===== src/rtl/tmr_vote_pkg.sv =====
// -----------------------------------------------------------------------------
// tmr_vote_pkg
// Shared types and helpers for the TMR majority voter / scrub controller.
//   state_e   : scrub FSM states (IDLE, HOLD, REQ)
//   DOM_*     : fault-domain encodings driven on scrub_dom
//   sat_inc() : saturating increment for counters up to 32 bits wide
// -----------------------------------------------------------------------------
package tmr_vote_pkg;

    typedef enum logic [1:0] {
        IDLE = 2'd0,
        HOLD = 2'd1,
        REQ  = 2'd2
    } state_e;

    localparam logic [1:0] DOM_A     = 2'd0;
    localparam logic [1:0] DOM_B     = 2'd1;
    localparam logic [1:0] DOM_C     = 2'd2;
    localparam logic [1:0] DOM_MULTI = 2'd3;

    // Increment val, sticking at the all-ones value of a `width`-bit counter.
    // The caller zero-extends its counter into val and truncates the result.
    function automatic logic [31:0] sat_inc(input logic [31:0] val,
                                            input int unsigned width);
        logic [31:0] max_val;
        max_val = (width >= 32) ? '1 : ((32'd1 << width) - 32'd1);
        return (val == max_val) ? val : val + 32'd1;
    endfunction

endpackage


===== src/rtl/tmr_majority.sv =====
// -----------------------------------------------------------------------------
// tmr_majority
// Purely combinational bitwise 2-of-3 vote over three replicas of a bus, plus
// a per-replica "disagrees with the vote" flag.
// Ports:
//   d_a, d_b, d_c : in  [WIDTH]  replicas A/B/C
//   maj           : out [WIDTH]  bitwise majority
//   mis_a/b/c     : out          replica differs from maj in at least one bit
// -----------------------------------------------------------------------------
module tmr_majority #(
    parameter int WIDTH = 3
) (
    input  logic [WIDTH-1:0] d_a,
    input  logic [WIDTH-1:0] d_b,
    input  logic [WIDTH-1:0] d_c,
    output logic [WIDTH-1:0] maj,
    output logic             mis_a,
    output logic             mis_b,
    output logic             mis_c
);

    assign maj   = (d_a & d_b) | (d_a & d_c) | (d_b & d_c);
    assign mis_a = |(d_a ^ maj);
    assign mis_b = |(d_b ^ maj);
    assign mis_c = |(d_c ^ maj);

endmodule


===== src/rtl/tmr_vote_scrub.sv =====
// -----------------------------------------------------------------------------
// tmr_vote_scrub
// Receive-side voter for a triplicated bus. Registers the majority vote,
// flags disagreement, keeps a saturating fault counter per domain and, when
// one domain is faulty for HOLDOFF consecutive valid samples, raises a level
// scrub request for that domain until acknowledged.
// Ports:
//   clk, rst            : clock, synchronous active-high reset
//   d_a, d_b, d_c       : in  [WIDTH] replicas A/B/C
//   valid_in            : in  sample strobe
//   q                   : out [WIDTH] registered vote (holds when no sample)
//   valid_out           : out valid_in delayed one cycle
//   err_any             : out registered "sample had a mismatch"
//   err_cnt_a/b/c       : out [CNT_W] saturating per-domain fault counts
//   cnt_clr             : in  clear all counters (wins over increment)
//   scrub_req           : out level request, held until scrub_ack
//   scrub_dom           : out [2] 0=A 1=B 2=C 3=multi; 0 when no request
//   scrub_ack           : in  scrub done; ignored outside REQ
// All outputs come straight from flops.
// -----------------------------------------------------------------------------
module tmr_vote_scrub
    import tmr_vote_pkg::*;
#(
    parameter int WIDTH   = 3,
    parameter int CNT_W   = 8,
    parameter int HOLDOFF = 4    // 1..255
) (
    input  logic             clk,
    input  logic             rst,
    input  logic [WIDTH-1:0] d_a,
    input  logic [WIDTH-1:0] d_b,
    input  logic [WIDTH-1:0] d_c,
    input  logic             valid_in,
    output logic [WIDTH-1:0] q,
    output logic             valid_out,
    output logic             err_any,
    output logic [CNT_W-1:0] err_cnt_a,
    output logic [CNT_W-1:0] err_cnt_b,
    output logic [CNT_W-1:0] err_cnt_c,
    input  logic             cnt_clr,
    output logic             scrub_req,
    output logic [1:0]       scrub_dom,
    input  logic             scrub_ack
);

    localparam logic [7:0] HOLDOFF_C = 8'(HOLDOFF);

    // ------------------------------------------------------------------
    // Vote and attribution
    // ------------------------------------------------------------------
    logic [WIDTH-1:0] maj;
    logic             mis_a, mis_b, mis_c, mis_any;
    logic [1:0]       dom;

    tmr_majority #(.WIDTH(WIDTH)) u_majority (
        .d_a   (d_a),
        .d_b   (d_b),
        .d_c   (d_c),
        .maj   (maj),
        .mis_a (mis_a),
        .mis_b (mis_b),
        .mis_c (mis_c)
    );

    assign mis_any = mis_a | mis_b | mis_c;

    // A single disagreeing replica is the culprit; with two or three
    // disagreeing there is no trustworthy attribution.
    // NOTE: every always_comb output gets a default before any branch so no
    // path leaves it unassigned, which would otherwise infer a latch.
    always_comb begin
        dom = DOM_MULTI;
        case ({mis_a, mis_b, mis_c})
            3'b100:  dom = DOM_A;
            3'b010:  dom = DOM_B;
            3'b001:  dom = DOM_C;
            default: dom = DOM_MULTI;
        endcase
    end

    // ------------------------------------------------------------------
    // Data path registers
    // ------------------------------------------------------------------
    logic [WIDTH-1:0] q_q, q_d;
    logic             valid_q;
    logic             err_any_q;

    assign q_d = valid_in ? maj : q_q;

    // NOTE: sequential state is assigned with <= so every flop samples the
    // pre-edge value of its inputs regardless of statement order.
    always_ff @(posedge clk) begin
        if (rst) begin
            q_q       <= '0;
            valid_q   <= 1'b0;
            err_any_q <= 1'b0;
        end else begin
            q_q       <= q_d;
            valid_q   <= valid_in;
            err_any_q <= valid_in & mis_any;
        end
    end

    assign q         = q_q;
    assign valid_out = valid_q;
    assign err_any   = err_any_q;

    // ------------------------------------------------------------------
    // Per-domain saturating fault counters (independent of the FSM)
    // ------------------------------------------------------------------
    logic [CNT_W-1:0] cnt_a_q, cnt_b_q, cnt_c_q;
    logic [CNT_W-1:0] cnt_a_d, cnt_b_d, cnt_c_d;

    always_comb begin
        cnt_a_d = cnt_a_q;
        cnt_b_d = cnt_b_q;
        cnt_c_d = cnt_c_q;
        if (cnt_clr) begin
            cnt_a_d = '0;
            cnt_b_d = '0;
            cnt_c_d = '0;
        end else if (valid_in) begin
            if (mis_a) cnt_a_d = CNT_W'(sat_inc(32'(cnt_a_q), CNT_W));
            if (mis_b) cnt_b_d = CNT_W'(sat_inc(32'(cnt_b_q), CNT_W));
            if (mis_c) cnt_c_d = CNT_W'(sat_inc(32'(cnt_c_q), CNT_W));
        end
    end

    always_ff @(posedge clk) begin
        if (rst) begin
            cnt_a_q <= '0;
            cnt_b_q <= '0;
            cnt_c_q <= '0;
        end else begin
            cnt_a_q <= cnt_a_d;
            cnt_b_q <= cnt_b_d;
            cnt_c_q <= cnt_c_d;
        end
    end

    assign err_cnt_a = cnt_a_q;
    assign err_cnt_b = cnt_b_q;
    assign err_cnt_c = cnt_c_q;

    // ------------------------------------------------------------------
    // Scrub FSM
    //   hcnt counts consecutive valid faulty samples blamed on cur_dom.
    //   Invalid cycles leave HOLD untouched so gaps do not break a run.
    // ------------------------------------------------------------------
    state_e     state_q, state_d;
    logic [7:0] hcnt_q, hcnt_d;
    logic [1:0] cur_dom_q, cur_dom_d;
    logic [1:0] scrub_dom_q, scrub_dom_d;
    logic [7:0] hcnt_inc;

    assign hcnt_inc = hcnt_q + 8'd1;

    always_comb begin
        state_d   = state_q;
        hcnt_d    = hcnt_q;
        cur_dom_d = cur_dom_q;
        case (state_q)
            IDLE: begin
                if (valid_in && mis_any) begin
                    hcnt_d    = 8'd1;
                    cur_dom_d = dom;
                    state_d   = (HOLDOFF_C == 8'd1) ? REQ : HOLD;
                end
            end
            HOLD: begin
                if (valid_in) begin
                    if (!mis_any) begin
                        hcnt_d  = 8'd0;
                        state_d = IDLE;
                    end else if (dom == cur_dom_q) begin
                        hcnt_d = hcnt_inc;
                        if (hcnt_inc >= HOLDOFF_C) state_d = REQ;
                    end else begin
                        // Blame moved to another domain: start a new run.
                        hcnt_d    = 8'd1;
                        cur_dom_d = dom;
                    end
                end
            end
            REQ: begin
                // cur_dom is frozen here so scrub_dom stays stable.
                if (scrub_ack) begin
                    hcnt_d  = 8'd0;
                    state_d = IDLE;
                end
            end
            default: begin
                hcnt_d  = 8'd0;
                state_d = IDLE;
            end
        endcase
    end

    // scrub_dom only carries meaning while requesting; park it at 0 otherwise.
    assign scrub_dom_d = (state_d == REQ) ? cur_dom_d : DOM_A;

    always_ff @(posedge clk) begin
        if (rst) begin
            state_q     <= IDLE;
            hcnt_q      <= 8'd0;
            cur_dom_q   <= DOM_A;
            scrub_dom_q <= DOM_A;
        end else begin
            state_q     <= state_d;
            hcnt_q      <= hcnt_d;
            cur_dom_q   <= cur_dom_d;
            scrub_dom_q <= scrub_dom_d;
        end
    end

    assign scrub_req = (state_q == REQ);
    assign scrub_dom = scrub_dom_q;

endmodule


===== config.mk =====
export PLATFORM = sky130hd
export DESIGN_NAME = tmr_vote_scrub
export DESIGN_NICKNAME = d
export VERILOG_FILES = /design/src/rtl/tmr_vote_pkg.sv /design/src/rtl/tmr_majority.sv /design/src/rtl/tmr_vote_scrub.sv
export SDC_FILE = /design/constraint.sdc
export NUM_CORES = 1
export LEC_CHECK = 0
export CORE_UTILIZATION = 28
export CTS_CLUSTER_DIAMETER = 120
export DETAILED_ROUTE_END_ITERATION = 7
export GPL_TIMING_DRIVEN = 0
export PLACE_DENSITY_LB_ADDON = 0.08
export SLEW_MARGIN = 20
export SYNTH_ARGS = -nofsm -noshare
export SYNTH_HDL_FRONTEND = slang
export SYNTH_HIERARCHICAL = 1
export SYNTH_SLANG_ARGS = --single-unit

===== constraint.sdc =====
create_clock -name clk -period 6 [get_ports clk]
set_input_delay 1.2 -clock clk [delete_from_list [all_inputs] [get_ports clk]]
set_output_delay 1.2 -clock clk [all_outputs]
set_load 0.03 [all_outputs]

==> results.py, run 1 <==
metrics = {
    "route": {
        "drc": 0,
        "viasPerCell": 4.76,
        "vias": 2080,
        "ant_nets": 0,
        "drt-pass1-iter-count": 4,
        "routed_wl_um": 5450,
        "drt_first_iter_violations": 64,
        "wl_per_cell_um": 12.5,
    },
    "clock_network": {
        "path_clk_slew_ps": 80,
        "cts_buffer_depth": 2,
        "tritoncts_num_sinks": 43,
        "root_buffer": "clkbuf_8",
        "clk_latency_ps": 310,
        "cts_tree": "built",
        "cts.htree.levels": 2,
        "postCtsHoldBufs": 0,
        "postCtsResizedCells": 0,
        "numCtsBuffers": 5,
        "post_cts_buffers": 0,
    },
    "worst_setup_path": {
        "rr_startpoint": "hcnt_q[0]",
        "cp.arrival_ps": 3740,
        "path_class": "in -> reg",
        "critPathRequiredTime_ps": 6250,
        "worstSetupStartpoint": "d_b[1]",
        "reg2reg_to": "scrub_dom[0]",
        "cp-end-kind": "register",
        "reg2regPathDepth": 6,
        "ff2ff_setup_slack_ps": 4110,
        "endpoint": "hcnt_q[4]",
        "path_max_fanout": 10,
        "worstSetupStartpointType": "primary input",
    },
    "timing": {
        "clock_skew_ps": 3.47,
        "rsz0062_at_grt": "no",
        "setup_viol": 0,
        "max_freq_mhz": 287,
        "slew_violations": 0,
        "tightest_slew_ps": 607,
        "finalHoldViolCount": 0,
        "relSlewSlack": 0.592,
        "period_share": 0.581,
        "final.setup.tns_ps": 0,
        "timing.hold.ws_ps": 501,
        "fin_crit_ps": 3490,
    },
    "floorplan": {
        "coreArea_sq_mm": 0.00789,
        "die-area_sq_mm": 0.00870,
        "fp.dieW_um": 93.3,
        "io-pin-count": 46,
        "start_util": 0.296,
        "fp-row-count": 32,
        "die_h_um": 93.3,
    },
    "global_routing": {
        "grt_usage": 0.133,
        "globalRoute.totalOverflow": 0,
        "grt_pass1_vias": 1976,
        "grt_pass1_wl_um": 9120,
        "grt_max_degree": 15,
        "grt_antenna_before_repair": 0,
    },
    "finish": {
        "nets": 352,
        "antenna_cells": 0,
        "layout_common_cells": "clkdlybuf4s50_1, dfxtp_1, nor2_1",
        "drive_gt1_frac": 0.0687,
        "final_common_cell": "clkdlybuf4s50_1",
        "fin_util": 0.382,
        "syn_to_final_growth_pct": 29.2,
        "fin_area_sq_mm": 0.00301,
    },
    "yosys": {
        "synth-edff-count": 0,
        "synth.avg_cell_area_sq_um": 8.24,
        "synthCells": 283,
        "synthesis.area_sq_mm": 0.00233,
        "yosys_most_used_dff": "dfxtp_1",
        "ys_warn_count": 6,
        "syn_nets": 301,
        "async_reset_ff_frac": 0,
        "ys_types": 49,
        "ys_seq_area_frac": 0.369,
        "ys_seq_elements": 43,
    },
    "power_and_ir_drop": {
        "p_clk_frac": 0.376,
        "powerDensity_mw_per_mm2": 206,
        "leakage_uw": 0.00107,
        "power.share.sequential": 0.478,
        "ir_drop_uv": 125,
        "pwr-share-comb": 0.145,
        "p_int_uw": 455,
        "switchingPower_uw": 165,
        "swShare": 0.267,
    },
    "place": {
        "place_congestion": 0.721,
        "post_dp_cell_area_sq_mm": 0.00290,
        "dp_hpwl_um": 3980,
        "portBuffers": 44,
    },
    "hold_path": {
        "hold_class": "reg -> reg",
    },
    "run_status": {
        "status": "finished, final reports clean",
    },
    "run": {
        "cap_viol_max_count": 0,
    },
}
## flip-flops by register name (all words and copies together) (netlist names)
name       flops
err_any        1
err_cnt_a      8
err_cnt_b      8
q              3
err_cnt_c      8
valid_out      1
scrub_dom      2
cur_dom_q      2
state_q        2
hcnt_q         8
## layout make-up
class,instances,area (sq um)
Clock inverter,3,43.8
Timing Repair Buffer,44,440
Multi-Input combinational cell,220,1390
Clock buffer,5,68.8
Inverter,7,26.3
Sequential cell,43,861
Tap cell,102,128
Fill cell,806,4870
Buffer,13,60.1
## power groups by stage
stage | Combinational, uW | Clock, uW | Sequential [uW]
after global routing | 100 | 253 | 298
final | 90.3 | 234 | 297
after global placement | 90.7 | 0 | 304
after CTS | 91.1 | 244 | 297
after floorplan | 53.6 | 0 | 309
after detailed placement | 90.7 | 0 | 304
## logic make-up (layout without fill, tap and decap cells)
group,after synthesis,in the layout,share of synthesized area
compound gates,61,61,0.180
xor+xnor,19,19,0.0714
fa+ha+maj,4,4,0.0215
buf+inv,20,72,0.0370
flops,43,43,0.369
mux,10,10,0.0435
simple gates,126,126,0.277
## metrics by stage
step	total power, uW	setup WS (ps)	instances
2_1_floorplan	363	2950	283
3_3_place_gp	394	2190	429
3_5_place_dp	394	2190	429
4_1_cts	632	2510	437
5_1_grt	652	2280	437
6_report	621	2510	437
## layer usage
layer  global-route usage  part of all wire
met3               0.0293             0.030
met5                    0                 0
met4               0.0500             0.015
met2                0.218              0.45
met1                0.170              0.51
## cells in the mapped netlist, types with 4 or more instances
| library cell | number | area [sq um] |
|---|---|---|
| a31oi_1 | 4 | 25.0 |
| inv_1 | 7 | 26.3 |
| o21ai_1 | 5 | 25.0 |
| nand3_1 | 15 | 75.1 |
| a21o_1 | 4 | 30.0 |
| nor3_1 | 8 | 40.0 |
| dfxtp_1 | 43 | 861 |
| ha_1 | 4 | 50.1 |
| mux2i_1 | 9 | 90.1 |
| a21oi_1 | 16 | 80.1 |
| nand2_1 | 23 | 86.3 |
| nand4_1 | 9 | 56.3 |
| o21bai_1 | 4 | 30.0 |
| o21ai_0 | 7 | 35.0 |
| xnor2_1 | 7 | 61.3 |
| clkbuf_1 | 8 | 30.0 |
| nor2b_1 | 12 | 75.1 |
| xor2_1 | 12 | 105 |
| nor2_1 | 36 | 135 |
## how the worst min path moves through the flow
| stage | from | to | slack, ps | cells after the start |
|---|---|---|---|---|
| after global placement | q[1] | q[1] | 480 | 2 |
| after CTS | hcnt_q[3] | hcnt_q[3] | 500 | 2 |
| after global routing | hcnt_q[3] | hcnt_q[3] | 540 | 2 |
| after floorplan | hcnt_q[7] | hcnt_q[7] | 460 | 2 |
| after detailed placement | hcnt_q[3] | hcnt_q[3] | 490 | 2 |
| final | hcnt_q[3] | hcnt_q[3] | 500 | 2 |
## critical path: stages
cell and delay, ps:
clkdlybuf4s50_1 480, nor2b_1 180, mux2i_1 150, nand4_1 300
nor4b_2 390, o21bai_1 140, a2111oi_2 430, buf_4 240
a21o_1 120, a22o_1 110
No activity file was read; power rests on OpenSTA's default activity.
==> inputs of run 2 (changes only) <==
clock period = 2.8 ns   (was 6 ns; I/O delays follow)
==> results.py, run 2 (synthesis gave the netlist of run 1 again) <==
metrics = {
    "run_status": {
        "status": "finished, final reports clean",
    },
    "worst_setup_path": {
        "cp-end-kind": "register",
        "slowest_stage": "clkdlybuf4s50_1",
        "critPathBufInv": 3,
        "worstSetupStartpointType": "primary input",
        "rr_startpoint": "hcnt_q[0]",
        "ff2ff_setup_slack_ps": 920,
        "critPathRequiredTime_ps": 3000,
        "worstSetupStartpoint": "d_b[0]",
        "endpoint": "hcnt_q[4]",
        "crit_path_cell_trace": "clkdlybuf4s50_1 -> nor2b_1 -> mux2i_1 -> nand4_1 -> buf_4 -> o211a_1 -> o31ai_4 -> a2111oi_4 -> buf_4 -> a21o_1 -> a22o_1",
        "cp.arrival_ps": 2860,
        "path_class": "in -> reg",
        "cp_top_family": "compound AO/OA/AOI/OAI gates",
        "critPathMaxStageDelay_ps": 450,
        "reg2reg_to": "scrub_dom[0]",
        "crit_top_cell": "buf_4",
        "cp.depth": 11,
        "reg2regPathDepth": 6,
        "path_max_fanout": 7,
    },
    "timing": {
        "relSlewSlack": 0.549,
        "max_freq_mhz": 376,
        "rsz0062_at_grt": "no",
        "slew_violations": 0,
        "setup_viol": 0,
        "tightest_slew_ps": 671,
        "finalHoldViolCount": 0,
        "period_share": 0.950,
        "final.setup.tns_ps": 0,
        "fin_crit_ps": 2660,
        "clock_skew_ps": 3.39,
    },
    "route": {
        "vias": 2100,
        "drt_first_iter_violations": 53,
        "routed_wl_um": 5580,
        "wl_per_cell_um": 12.7,
        "drc": 0,
        "drt-pass1-iter-count": 4,
        "viasPerCell": 4.78,
        "ant_nets": 0,
    },
    "clock_network": {
        "tritoncts_num_sinks": 43,
        "cts_tree": "built",
        "root_buffer": "clkbuf_8",
        "cts.htree.levels": 2,
        "postCtsHoldBufs": 0,
        "cts_buffer_depth": 2,
        "path_clk_slew_ps": 80,
        "numCtsBuffers": 5,
        "clk_latency_ps": 310,
    },
    "power_and_ir_drop": {
        "leakage_uw": 0.00113,
        "power.share.sequential": 0.474,
        "pwr-share-comb": 0.153,
        "powerDensity_mw_per_mm2": 436,
        "power_uw": 1340,
        "p_clk_frac": 0.373,
        "ir_drop_uv": 268,
        "swShare": 0.270,
        "p_int_uw": 981,
        "switchingPower_uw": 363,
    },
    "place": {
        "dp_cells": 429,
        "post_dp_cell_area_sq_mm": 0.00290,
        "dp_hpwl_um": 3980,
        "place_congestion": 0.721,
        "portBuffers": 44,
    },
    "floorplan": {
        "die_h_um": 93.3,
        "start_util": 0.296,
        "coreArea_sq_mm": 0.00789,
        "die-area_sq_mm": 0.00870,
        "fp-row-count": 32,
        "io-pin-count": 46,
        "fp.dieW_um": 93.3,
    },
    "global_routing": {
        "globalRoute.totalOverflow": 0,
        "grt_antenna_before_repair": 0,
        "grt_max_degree": 15,
        "grt_pass1_vias": 2015,
        "grt_usage": 0.136,
        "grt_pass1_wl_um": 9360,
    },
    "finish": {
        "stdcell_count": 439,
        "fin_util": 0.391,
        "antenna_cells": 0,
        "fin_area_sq_mm": 0.00309,
        "syn_to_final_growth_pct": 32.3,
        "nets": 354,
        "drive_gt1_frac": 0.0831,
        "final_common_cell": "dfxtp_1",
        "layout_common_cells": "dfxtp_1, clkdlybuf4s50_1, nor2_1",
    },
    "run": {
        "cap_viol_max_count": 0,
    },
    "hold_path": {
        "hold_class": "reg -> reg",
    },
}
-- run 2: cell count changes in the layout (fill, tap and decap cells not counted), moves of 2 or more --
| cell | previous run | this run |
|---|---|---|
| nor4b_4 | 0 | 2 |
| dlymetal6s2s_1 | 0 | 4 |
| dlygate4sd2_1 | 0 | 3 |
| nor4b_2 | 2 | 0 |
| buf_4 | 2 | 4 |
| clkdlybuf4s50_1 | 44 | 37 |
-- run 2: layout make-up --
cell class,count,area (sq um)
Clock inverter,3,43.8
Sequential cell,43,861
Buffer,13,60.1
Timing Repair Buffer,46,462
Clock buffer,5,68.8
Tap cell,102,128
Multi-Input combinational cell,220,1440
Inverter,7,26.3
Fill cell,803,4800
-- run 2: worst register-to-register path, delay by kind of cell, from the launching register on --
kind                       cells  cell delay [ps]
adders and majority gates      1              260
and+or+nand+nor                1              220
DFF                            1              430
AOI/OAI and AO/OA              4              850
-- run 2: worst min-delay path by stage --
stage          cells after the start        end      start  slack [ps]
6_report                           2  hcnt_q[3]  hcnt_q[3]         500
5_1_grt                            2  hcnt_q[3]  hcnt_q[3]         540
4_1_cts                            2  hcnt_q[3]  hcnt_q[3]         500
3_5_place_dp                       2  hcnt_q[3]  hcnt_q[3]         490
3_3_place_gp                       2       q[1]       q[1]         480
2_1_floorplan                      2  hcnt_q[7]  hcnt_q[7]         460
-- run 2: through the flow --
stage | hold slack, ps | setup slack (ps)
CTS | 504 | 46.6
global placement | 483 | -369
detailed placement | 490 | -374
finish | 502 | 141
global route | 542 | 8.66
floorplan | 460 | 394
-- run 2: metal layers --
| layer | global-route usage | wire [um] |
|---|---|---|
| met2 | 0.227 | 2530 |
| met3 | 0.0293 | 168 |
| met4 | 0.0500 | 79 |
| met5 | 0 | 0 |
| met1 | 0.173 | 2810 |
-- run 2: power by group through the flow --
stage | clock, uW | combinational [uW] | sequential (uW)
3_5_place_dp | 0 | 194 | 650
5_1_grt | 543 | 227 | 640
6_report | 501 | 206 | 637
2_1_floorplan | 0 | 115 | 663
3_3_place_gp | 0 | 194 | 651
4_1_cts | 522 | 203 | 637
-- run 2: timing repair --
action | CTS | global route
endpoints found under the hold margin | 0 | 0
setup endpoints to repair | 5 | 13
gates cloned | 1 | 0
setup buffers | 1 | 0
gates resized for setup | 7 | 9
pin swaps | 3 | 6
